[config.mk]
export PLATFORM = sky130hd
export DESIGN_NAME = oam_dma
export DESIGN_NICKNAME = d
export VERILOG_FILES = /design/src/rtl/oam_dma.sv
export SDC_FILE = /design/constraint.sdc
export NUM_CORES = 1
export LEC_CHECK = 0
export CORE_MARGIN = 1
export CORE_UTILIZATION = 30
export CTS_BUF_LIST = sky130_fd_sc_hd__clkbuf_8
export CTS_CLUSTER_SIZE = 24
export DETAILED_ROUTE_END_ITERATION = 8
export PLACE_DENSITY_LB_ADDON = 0.2
export SYNTH_ARGS = -nofsm -noshare
export SYNTH_HDL_FRONTEND = slang
export SYNTH_SLANG_ARGS = --single-unit
[constraint.sdc]
create_clock -name clock -period 3.63 [get_ports clock]
set_input_delay 0.363 -clock clock [delete_from_list [all_inputs] [get_ports clock]]
set_output_delay 0.363 -clock clock [all_outputs]
set_load 0.01 [all_outputs]
[src/rtl/oam_dma.sv]
// Sprite-OAM DMA engine: a write to DMA_REG_ADDR halts the CPU and copies one
// 256-byte page to the OAM data port as read/write pairs.
module oam_dma #(
    parameter logic [15:0] DMA_REG_ADDR  = 16'h4014,
    parameter logic [15:0] OAM_DATA_ADDR = 16'h2004,
    parameter bit          ALIGN_EN      = 1'b1
) (
    input  logic        clock,
    input  logic        reset,
    input  logic [15:0] cpu_addr,
    input  logic [7:0]  cpu_data_out,
    input  logic        cpu_rw,
    input  logic [7:0]  mem_data_in,
    output logic        cpu_halt,
    output logic        dma_active,
    output logic [15:0] dma_addr,
    output logic        dma_rw,
    output logic [7:0]  dma_data_out,
    output logic        dma_done
);

    localparam int unsigned ADDR_W = 16;
    localparam int unsigned DATA_W = 8;
    localparam logic [DATA_W-1:0] LAST_BYTE = 8'hFF;

    typedef enum logic [2:0] {
        IDLE,
        HALT,
        ALIGN,
        READ,
        WRITE
    } state_t;

    state_t              state, state_nx;
    logic [DATA_W-1:0]   page, page_nx;
    logic [DATA_W-1:0]   count, count_nx;
    logic [DATA_W-1:0]   latch, latch_nx;
    logic                phase;
    logic                done_nx;
    logic                halt_nx;
    logic [ADDR_W-1:0]   addr_nx;
    logic                rw_nx;
    logic [DATA_W-1:0]   data_nx;

    // Next-state logic; outputs are derived from the next state so the
    // registered outputs line up with the state they describe.
    always_comb begin
        state_nx = state;
        page_nx  = page;
        count_nx = count;
        latch_nx = latch;
        done_nx  = 1'b0;

        case (state)
            IDLE: begin
                if (!cpu_rw && cpu_addr == DMA_REG_ADDR) begin
                    page_nx  = cpu_data_out;
                    count_nx = '0;
                    state_nx = HALT;
                end
            end
            HALT: begin
                // Next cycle's phase is ~phase; align when that would be a put cycle.
                state_nx = (ALIGN_EN && !phase) ? ALIGN : READ;
            end
            ALIGN: begin
                state_nx = READ;
            end
            READ: begin
                latch_nx = mem_data_in;
                state_nx = WRITE;
            end
            WRITE: begin
                if (count == LAST_BYTE) begin
                    state_nx = IDLE;
                    done_nx  = 1'b1;
                end else begin
                    count_nx = count + DATA_W'(1);
                    state_nx = READ;
                end
            end
            default: begin
                state_nx = IDLE;
            end
        endcase

        halt_nx = (state_nx != IDLE);
        rw_nx   = (state_nx != WRITE);
        data_nx = (state_nx == WRITE) ? latch_nx : '0;
        case (state_nx)
            HALT, ALIGN: addr_nx = {page_nx, 8'h00};
            READ:        addr_nx = {page_nx, count_nx};
            WRITE:       addr_nx = OAM_DATA_ADDR;
            default:     addr_nx = '0;
        endcase
    end

    // State and registered outputs.
    always_ff @(posedge clock) begin
        if (reset) begin
            state        <= IDLE;
            page         <= '0;
            count        <= '0;
            latch        <= '0;
            phase        <= 1'b0;
            dma_done     <= 1'b0;
            cpu_halt     <= 1'b0;
            dma_active   <= 1'b0;
            dma_addr     <= '0;
            dma_rw       <= 1'b1;
            dma_data_out <= '0;
        end else begin
            state        <= state_nx;
            page         <= page_nx;
            count        <= count_nx;
            latch        <= latch_nx;
            phase        <= ~phase;
            dma_done     <= done_nx;
            cpu_halt     <= halt_nx;
            dma_active   <= halt_nx;
            dma_addr     <= addr_nx;
            dma_rw       <= rw_nx;
            dma_data_out <= data_nx;
        end
    end

endmodule

Yosys cells after proc, flatten, opt, wreduce, memory -nomap -nowiden
Index checks and enable logic that the tools add are counted.
Operators by class
  add/sub/neg operators: 1
  eq/ne operators: 11
  muxes and demuxes: 12
  bitwise gates (word level): 3
  reductions and logical operators: 7
Operators by type and width (number)
  16-bit case mux with 3 select lines: 1
  8-bit 2-to-1 mux: 5
  16-bit by 15-bit == test with 1-bit output, second input constant: 1
  8-bit case mux with 2 select lines: 1
  3-bit case mux with 5 select lines: 1
  3-bit by 2-bit == test with 1-bit output, second input constant: 4
  8-bit by 1-bit adder with 8-bit output, second input constant: 1
  8-bit == test, second input constant: 1
  3-bit by 1-bit == test with 1-bit output, second input constant: 2
  3-bit == test, second input constant: 2
  2-bit OR reduction: 3
  3-bit logical NOT: 1
  3-bit 2-to-1 mux: 1
  3-bit != test, second input constant: 1
  1-bit NOT: 3
  3-bit nonzero test: 1
  1-bit 2-to-1 mux: 2
  2-bit 2-to-1 mux: 1
  1-bit logical AND: 1
  1-bit logical NOT: 1
Storage, ports and cells
  register bits after elaboration: 55
  input bits: 35
  output and inout bits: 28
  logic and storage cells: 44

Longest topological paths before layout
Gate-level depths: netlist (run 1).
  depth after elaboration: 7
  depth in mapped cells: 7
  gate-level depth less buffers: 6

Worst setup path before layout (run 1)
No wires, ideal clock.
  kind: register -> register
  from: register count[0]
  to: register dma_addr[3]
  arrival: 1.547 ns
  required time: 3.509 ns
  path slack: 1.962 ns
  stages on the path, launching flop included: 8
  path through: dfxtp_1 -> ha_1 -> nand4_1 -> o21ai_2 -> and3_4 -> or2_0 -> buf_6 -> nor2_2
On the way
  cells in the longest elaborated chain, start to end: 6
Ends and longest elaborated chain
  start, declared: line 36  | logic [DATA_W-1:0] count, count_nx;
  start signal, assigned: line 115  | count <= count_nx;
  8-bit == test: line 74  | if (count == LAST_BYTE) begin
  2-bit 2-to-1 mux: line 74
  3-bit case mux with 5 select lines: line 54  | case (state)
  3-bit by 1-bit == test with 1-bit output / 3-bit by 2-bit == test with 1-bit output (equally long branches): line 90  | case (state_nx)
  2-bit OR reduction: line 90
  16-bit case mux with 3 select lines *: line 90
  end signal, assigned: line 121  | dma_addr <= addr_nx;
  end, declared: line 16  | output logic [15:0] dma_addr,
Mark *: on every way between the ends. The rest lies on a longest branch, timed or not.
A chain may end at the register's enable or synchronous reset.

Final worst setup path (run 1)
  from: input cpu_addr[12]
  to: register dma_addr[2]
On the way
  cells in the longest elaborated chain, start to end: 7
Ends and longest elaborated chain
  start, declared: line 10  | input logic [15:0] cpu_addr,
  16-bit by 15-bit == test with 1-bit output *: line 56  | if (!cpu_rw && cpu_addr == DMA_REG_ADDR) begin
  1-bit logical AND *: line 56
  3-bit 2-to-1 mux: line 56
  3-bit case mux with 5 select lines: line 54
  3-bit by 1-bit == test with 1-bit output / 3-bit by 2-bit == test with 1-bit output (equally long branches): line 90
  2-bit OR reduction: line 90
  16-bit case mux with 3 select lines *: line 90
Marked as above.

==> results of run 1 <==
## cells in the mapped netlist (3+ instances only)
cell type	number
dfxtp_1	47
nor2_1	23
mux2i_1	11
and2_1	10
a22o_1	7
nand2_1	7
nor2_2	7
a21oi_1	3
clkbuf_1	3
inv_1	3
nand3_1	3
o21ai_0	3
## final cells by class
cell class	instances	share of cell area, %
multi-input combinational	110	30.1
inverter	3	0.445
tap	72	3.56
clock inverter	2	1.48
clock buffer	5	2.72
timing repair buffer	62	24.5
sequential	47	37.2
## flip-flops by register name, summed over array words and instances (netlist names)
register,count
dma_addr,16
count,8
dma_data_out,8
page,8
state,3
dma_active,1
dma_done,1
dma_rw,1
phase,1
## report_power, final
| part | internal (W) | switching [W] | total [W] |
|---|---|---|---|
| registers | 0.000516 | 0.000000443 | 0.000516 |
| clock network | 0.000201 | 0.000162 | 0.000363 |
| logic | 0.0000341 | 0.0000121 | 0.0000462 |
| total | 0.000751 | 0.000174 | 0.000925 |
## through the flow
| step | hold slack, ns | instance area, sq um | std cells |
|---|---|---|---|
| floorplan | 0.393 | 1760 | 167 |
| global placement | 0.414 | 2420 | 294 |
| detailed placement | 0.411 | 2420 | 294 |
| CTS | 0.432 | 2530 | 301 |
| global route | 0.443 | 2530 | 301 |
| finish | 0.427 | 2530 | 301 |
## kinds of logic (layout without fill, tap and decap cells)
logic type	Yosys count	in the layout	share of synthesized area, %
simple gates	73	73	25.3
mux	12	12	6.88
xor+xnor	1	1	0.497
compound gates	23	23	9.79
fa+ha+maj	1	1	0.710
buf+inv	10	72	3.41
flops	47	47	53.4
## worst paths after layout
check / end / slack (ns)
setup / recovery: dma_addr[2] / 1.34
hold / removal: phase / 0.43
setup reg to reg: dma_addr[5] / 1.39
hold reg to reg: phase / 0.43
## routing by layer
| layer | global-route usage, % | wire [um] |
|---|---|---|
| met5 | 0 | 0 |
| met4 | 3.89 | 42 |
| met3 | 3.72 | 179 |
| met2 | 19.9 | 1530 |
| met1 | 15.3 | 1640 |
==> reports/qor.yml, run 1 <==
crit_fanout: 9
cp.arrival_ns: 2.48
ir_drop_mv: 0.229
grt_start_max_net_pins: 20
cts_buffers: 5
n_antenna_cell: 0
port_buffers: 62
seq_area_sq_um: 941
utilization_pct: 45.4
async_flop_share_pct: 0
final_cell_mix: "clkdlybuf4s50_1 (62), dfxtp_1 (47), nor2_1 (23)"
slew_headroom_pct: 45.5
wl_um: 3400
clk-insertion-delay-late_ns: 0.29
crit_buf_inv: 1
multi_input_area_sq_um: 762
clock.fmax_mhz: 436
grt_pass1_vias: 1323
slowest_stage: "nor3_2"
ys_types: 43
hp-start: "phase"
layout_worst_path_cycle_share_pct: 63.2
yosysWarnings: 0
cts_setup_buffers: 0
die_h_um: 78.7
grt_util_all_layers_pct: 12.2
min_path_cells: 1
power_w: 0.000925
finalSetupViolations: 0
area_growth_pct: 43.6
p_leak_nw: 0.908
num_rows: 27
syn_nets: 203
rsz0062_at_grt: "no"
setup_slack_ns: 1.34
place_congestion: 0.766
die_w_um: 78.7
grt_pass1_wl_um: 5990
ys_ff_latch: 47
synth-edff-count: 0
htree_levels: 2
antenna_found_initial: 0
cap_violations: 0
dp_slack_ns: 0.966
hold_buffers: 0
first_pass_iters: 4
drive_above_1_share_pct: 12.7
yosys.area.top_type_share_pct: 53.4
hold_viol_final: 0
path_clk_slew_ns: 0.08
drv_slew: 0
critPathLaunch: "cpu_addr[12]"
syn_avg_cell_area_sq_um: 10.6
drt_iter0_markers: 51
worstSetupPathType: "input port to register"
num-fill-cells: 533
fin_crit_ns: 2.29
yosysTopAreaCell: "dfxtp_1"
power_density_nw_per_um2: 365
final_common_cell: "clkdlybuf4s50_1"
dp_hpwl_um: 2520
max_stage_delay_ns: 0.73
grt-ovfl-total: 0
cts_resized: 0
cp_top_family: "simple AND/OR/NAND/NOR gates"
reg2reg_from: "count[0]"
vias: 1338
nets: 265
ant_nets: 0
cp_cell_sequence: "clkdlybuf4s50_1 -> nor4b_2 -> nand4b_2 -> nor3_2 -> or2_1 -> o31ai_1"
worst_setup_path_start_kind: "input port"
rr_worst_depth: 6
ios: 63
ctsLongestPathBuffers: 2
cp_num_cells: 6
setup_tns_ns: 0
wl_per_cell_um: 11.3
hold_class: "register to register"
endpoint_kind: "register"
fin_worst_skew_ns: 0.00865
cts_tree: "built"
cp_data_required_time_ns: 3.81
drc_errors: 0
synth.area.top_cells: "dfxtp_1 (53%), mux2i_1 (6.2%), nor2_1 (4.9%)"
cts_sinks: 47
start_util_pct: 31.6
root_buffer: "clkbuf_8"
yosysSeqAreaShare_pct: 53.4
core_sq_um: 5570
synth_area_sq_um: 1760
worstMarginPinSlew_ns: 0.812
vias_per_cell: 4.45
ys.flop_type: "dfxtp_1"
syn_inst: 167
fp.dieArea_sq_um: 6190
outcome: "complete, no violations"
No activity file was read; power rests on OpenSTA's default activity.
==> run 2, diff against run 1 <==
Clock period 3.63 ns to 2.4 ns, I/O delays scaled along.
==> run 2 against run 1 <==
  * Final cell count is 2.0% higher
  * Worst hold slack worse by 0.0067 ns
  * Global-route usage is 0.82 points higher
  * Wire length is 4.5% higher
  * Via count is 2.2% higher
  * Setup slack worse by 0.84 ns
  * Clock skew is 0.0037 ns lower
  * First-iteration DRC count is 7.8% higher
  * Sequential cell count stayed put
  * Critical endpoint unchanged
  * Sequential power is 51% higher
==> reports/qor.yml, run 2 (synthesized netlist as in run 1, its figures left out) <==
cap_violations: 0
r2r_end: "dma_addr[2]"
port_buffers: 62
cp_top_family: "compound AO/OA/AOI/OAI gates"
fin_worst_skew_ns: 0.00500
slowest_stage: "dfxtp_1"
cp_cell_sequence: "ha_1 -> nand4_1 -> o21ai_2 -> buf_4 -> inv_1 -> a31o_2 -> o31ai_1"
layout_worst_path_cycle_share_pct: 79.5
place_congestion: 0.743
root_buffer: "clkbuf_8"
drt_iter0_markers: 55
rrSetupSlack_ns: 0.49
die_w_um: 78.7
crit_end: "dma_addr[2]"
drv_slew: 0
dp_slack_ns: 0.277
power_w: 0.00136
ir_drop_mv: 0.272
num-fill-cells: 536
cts_setup_buffers: 0
cts_resized: 0
critPathLaunch: "count[0]"
worst_setup_path_start_kind: "register"
die_h_um: 78.7
clk-insertion-delay-late_ns: 0.30
grt-ovfl-total: 0
ant_nets: 0
cts_sinks: 47
wl_per_cell_um: 11.6
hold_class: "register to register"
cts_tree: "built"
area_growth_pct: 45.3
core_sq_um: 5570
cts_buffers: 5
reg2reg_from: "count[0]"
crit_buf_inv: 2
max_flop_register: "dma_addr"
final_common_cell: "clkdlybuf4s50_1"
cp_data_required_time_ns: 2.62
final_area_sq_um: 2560
final_cell_mix: "clkdlybuf4s50_1 (62), dfxtp_1 (47), nor2_1 (23)"
ios: 63
antenna_found_initial: 0
hold_viol_final: 0
worstSetupPathType: "register to register"
dp_hpwl_um: 2690
grt_pass1_vias: 1381
setup_slack_ns: 0.492
endpoint_kind: "register"
vias: 1368
outcome: "complete, no violations"
finalSetupViolations: 0
crit_fanout: 6
grt_util_all_layers_pct: 13.0
wl_um: 3550
drive_above_1_share_pct: 14.9
nets: 270
cp.arrival_ns: 2.13
ctsLongestPathBuffers: 2
clock.fmax_mhz: 524
p_leak_nw: 0.928
placed_area_sq_um: 2460
max_stage_delay_ns: 0.39
vias_per_cell: 4.46
start_util_pct: 31.6
seq_area_sq_um: 941
setup_tns_ns: 0
first_pass_iters: 4
fin_crit_ns: 1.91
rsz0062_at_grt: "no"
power_density_nw_per_um2: 529
htree_levels: 2
cp_num_cells: 7
path_clk_slew_ns: 0.09
largest_reg_flops: 16
grt_pass1_wl_um: 6150
grt_start_max_net_pins: 16
num_rows: 27
slew_headroom_pct: 69.2
worstMarginPinSlew_ns: 0.458
drc_errors: 0
n_antenna_cell: 0
multi_input_area_sq_um: 762
rr_worst_depth: 7
utilization_pct: 45.9
fp.dieArea_sq_um: 6190
hold_buffers: 0
-- run 2: cell types whose count changed in the layout (fill, tap and decap cells not counted), sizes merged --
cell	delta
buf	+5
clkbuf	+1
clkinv	+1
bufinv	-1
-- run 2: worst reg2reg max path: stages, from the launching register on --
cell and delay [ns]:
dfxtp_1 0.39, ha_1 0.26, nand4_1 0.31, o21ai_2 0.25, buf_4 0.16, inv_1 0.04
a31o_2 0.24, o31ai_1 0.18
-- run 2: layout make-up --
cell class                      count  share of cell area, %
Timing Repair Buffer               67                   25.7
Tap cell                           72                   3.52
Clock buffer                        6                   3.22
Sequential cell                    47                   36.7
Multi-Input combinational cell    110                   29.8
Inverter                            3                  0.440
Clock inverter                      2                  0.635
-- run 2: how the worst min path moves through the flow --
| stage | slack (ns) | from | cells after the start | endpoint |
|---|---|---|---|---|
| 2_1_floorplan | 0.36 | mem_data_in[0] | 1 | dma_data_out[0] |
| 3_3_place_gp | 0.41 | phase | 1 | phase |
| 3_5_place_dp | 0.41 | phase | 1 | phase |
| 4_1_cts | 0.42 | phase | 1 | phase |
| 5_1_grt | 0.46 | phase | 1 | phase |
| 6_report | 0.42 | phase | 1 | phase |
-- run 2: routing by layer --
| layer | track usage [%] | vias to the layer above | share of wire [%] |
|---|---|---|---|
| met2 | 20.8 | 41 | 47 |
| met5 | 0 | - | 0 |
| li1 | - | 706 | - |
| met1 | 16.0 | 613 | 46 |
| met3 | 3.14 | 8 | 5.7 |
| met4 | 7.22 | 0 | 2.2 |
-- run 2: where the power goes --
| part | total (W) | internal, W | switching, W | leakage (nW) |
|---|---|---|---|---|
| Clock | 0.000504 | 0.000235 | 0.000269 | 0.0474 |
| Sequential | 0.000781 | 0.000780 | 0.000000597 | 0.379 |
| Combinational | 0.0000705 | 0.0000526 | 0.0000179 | 0.502 |
| Total | 0.00136 | 0.00107 | 0.000287 | 0.928 |
-- run 2: per-stage QoR --
step           std cells  hold WS [ns]
6_report             307         0.420
4_1_cts              307         0.425
2_1_floorplan        167         0.362
3_3_place_gp         299         0.406
5_1_grt              307         0.459
3_5_place_dp         299         0.406
==> run 3, diff against run 2 <==
Clock period 2.4 ns to 1.8 ns, I/O delays scaled along.
==> run 3 against run 2 <==
  * Sequential share of layout area fell by 1.0 points
  * Cell area up 2.9%
  * Via count grew 2.9%
  * Non-clock buffer count increased by 10
  * Setup slack worse by 0.34 ns
  * Fmax up 16%
  * Largest power group unchanged
  * Utilization up 1.3 points
  * Wire length hardly changed
  * Worst hold slack better by 0.0082 ns
  * Clock skew increased by 0.0047 ns
==> reports/qor.yml, run 3 (synthesized netlist as in run 1, its figures left out) <==
outcome: "complete, no violations"
drc_errors: 0
ant_nets: 0
cts_resized: 0
worstMarginPinSlew_ns: 0.385
min_path_cells: 1
grt_pass1_wl_um: 5980
die_w_um: 78.7
n_antenna_cell: 0
layout_worst_path_cycle_share_pct: 91.6
final_common_cell: "clkdlybuf4s50_1"
grt_pass1_vias: 1360
largest_reg_flops: 16
area_growth_pct: 49.5
cp_top_family: "compound AO/OA/AOI/OAI gates"
cap_violations: 0
cp_num_cells: 6
finalNonFillerCells: 317
setup_slack_ns: 0.152
max_stage_delay_ns: 0.34
grt-ovfl-total: 0
clk-insertion-delay-late_ns: 0.30
use_met2_pct: 20.4
rsz0062_at_grt: "no"
root_buffer: "clkbuf_8"
drv_slew: 0
wl_per_cell_um: 11.2
hold_buffers: 0
fin_crit_ns: 1.65
grt_start_max_net_pins: 16
p_leak_nw: 0.977
ios: 63
slew_headroom_pct: 74.4
grt_util_all_layers_pct: 12.5
dp_slack_ns: -0.159
setup_tns_ns: 0
place_inst: 309
finalSetupViolations: 0
start_util_pct: 31.6
vias_per_cell: 4.44
dp_hpwl_um: 2680
cts_tree: "built"
cts_sinks: 47
drive_above_1_share_pct: 18.4
utilization_pct: 47.3
worst_setup_path_start_kind: "register"
power_density_nw_per_um2: 687
cp_data_required_time_ns: 2.05
use_met3_pct: 3.60
vias: 1408
port_buffers: 62
cp_cell_sequence: "ha_1 -> nand4_1 -> o21ai_0 -> a21o_1 -> a21oi_2 -> a22o_1"
fp.dieArea_sq_um: 6190
num_rows: 27
place_congestion: 0.777
ir_drop_mv: 0.391
drt_iter0_markers: 35
cts_setup_buffers: 0
worstSetupPathType: "register to register"
use_met1_pct: 15.4
cp.arrival_ns: 1.90
clock.fmax_mhz: 607
htree_levels: 2
cts_buffers: 5
slowest_stage: "dfxtp_1"
crit_fanout: 8
core_sq_um: 5570
hold_viol_final: 0
fin_worst_skew_ns: 0.00973
final_cell_mix: "clkdlybuf4s50_1 (62), dfxtp_1 (47), nor2_1 (23)"
path_clk_slew_ns: 0.09
first_pass_iters: 4
wl_um: 3550
ctsLongestPathBuffers: 2
die_h_um: 78.7
max_flop_register: "dma_addr"
hold_class: "register to register"
top_usage_layer: "met2"
antenna_found_initial: 0
nets: 280
endpoint_kind: "register"
crit_buf_inv: 0
rr_worst_depth: 6
run 3: cell count changes in the layout (fill, tap and decap cells not counted):
cell   before  now
buf_4       5   15
run 3: layer usage:
layer  part of all wire, %  up-vias
met1                    48      641
met5                     0        -
met4                   1.6        0
li1                      -      722
met3                   5.0        7
met2                    45       38
run 3: worst reg2reg max path: cells and delay by family (launching register included):
kind | cells | cell delay (ns)
AO/OA/AOI/OAI | 4 | 0.87
adder cells (fa/ha/maj) | 1 | 0.22
flip-flops | 1 | 0.34
AND/OR/NAND/NOR | 1 | 0.17
run 3: area by class of cell:
class | count | area (sq um)
inverters | 3 | 11.3
flip-flops and latches | 47 | 941
repair buffers | 77 | 733
fillers | 557 | 2940
clock buffers | 6 | 82.6
well taps | 72 | 90.1
multi-input cells | 110 | 762
clock inverters | 2 | 16.3
run 3: through the flow:
step / instance area [sq um] / total power [W] / hold slack [ns]
after floorplan: 1760 / 0.00108 / 0.302
after global placement: 2540 / 0.00117 / 0.414
after detailed placement: 2540 / 0.00117 / 0.412
after CTS: 2640 / 0.00183 / 0.423
after global routing: 2640 / 0.00189 / 0.424
final: 2640 / 0.00181 / 0.429
run 3: power by group:
part           internal, W  switching [W]
Sequential         0.00104    0.000000928
Combinational    0.0000758      0.0000259
Clock             0.000314       0.000354
Total              0.00143       0.000380
run 3: final timing paths:
kind,from,end,slack (ns)
hold reg to reg,phase,phase,0.43
setup reg to reg,count[0],dma_addr[14],0.15
setup / recovery,count[0],dma_addr[14],0.15
hold / removal,phase,phase,0.43
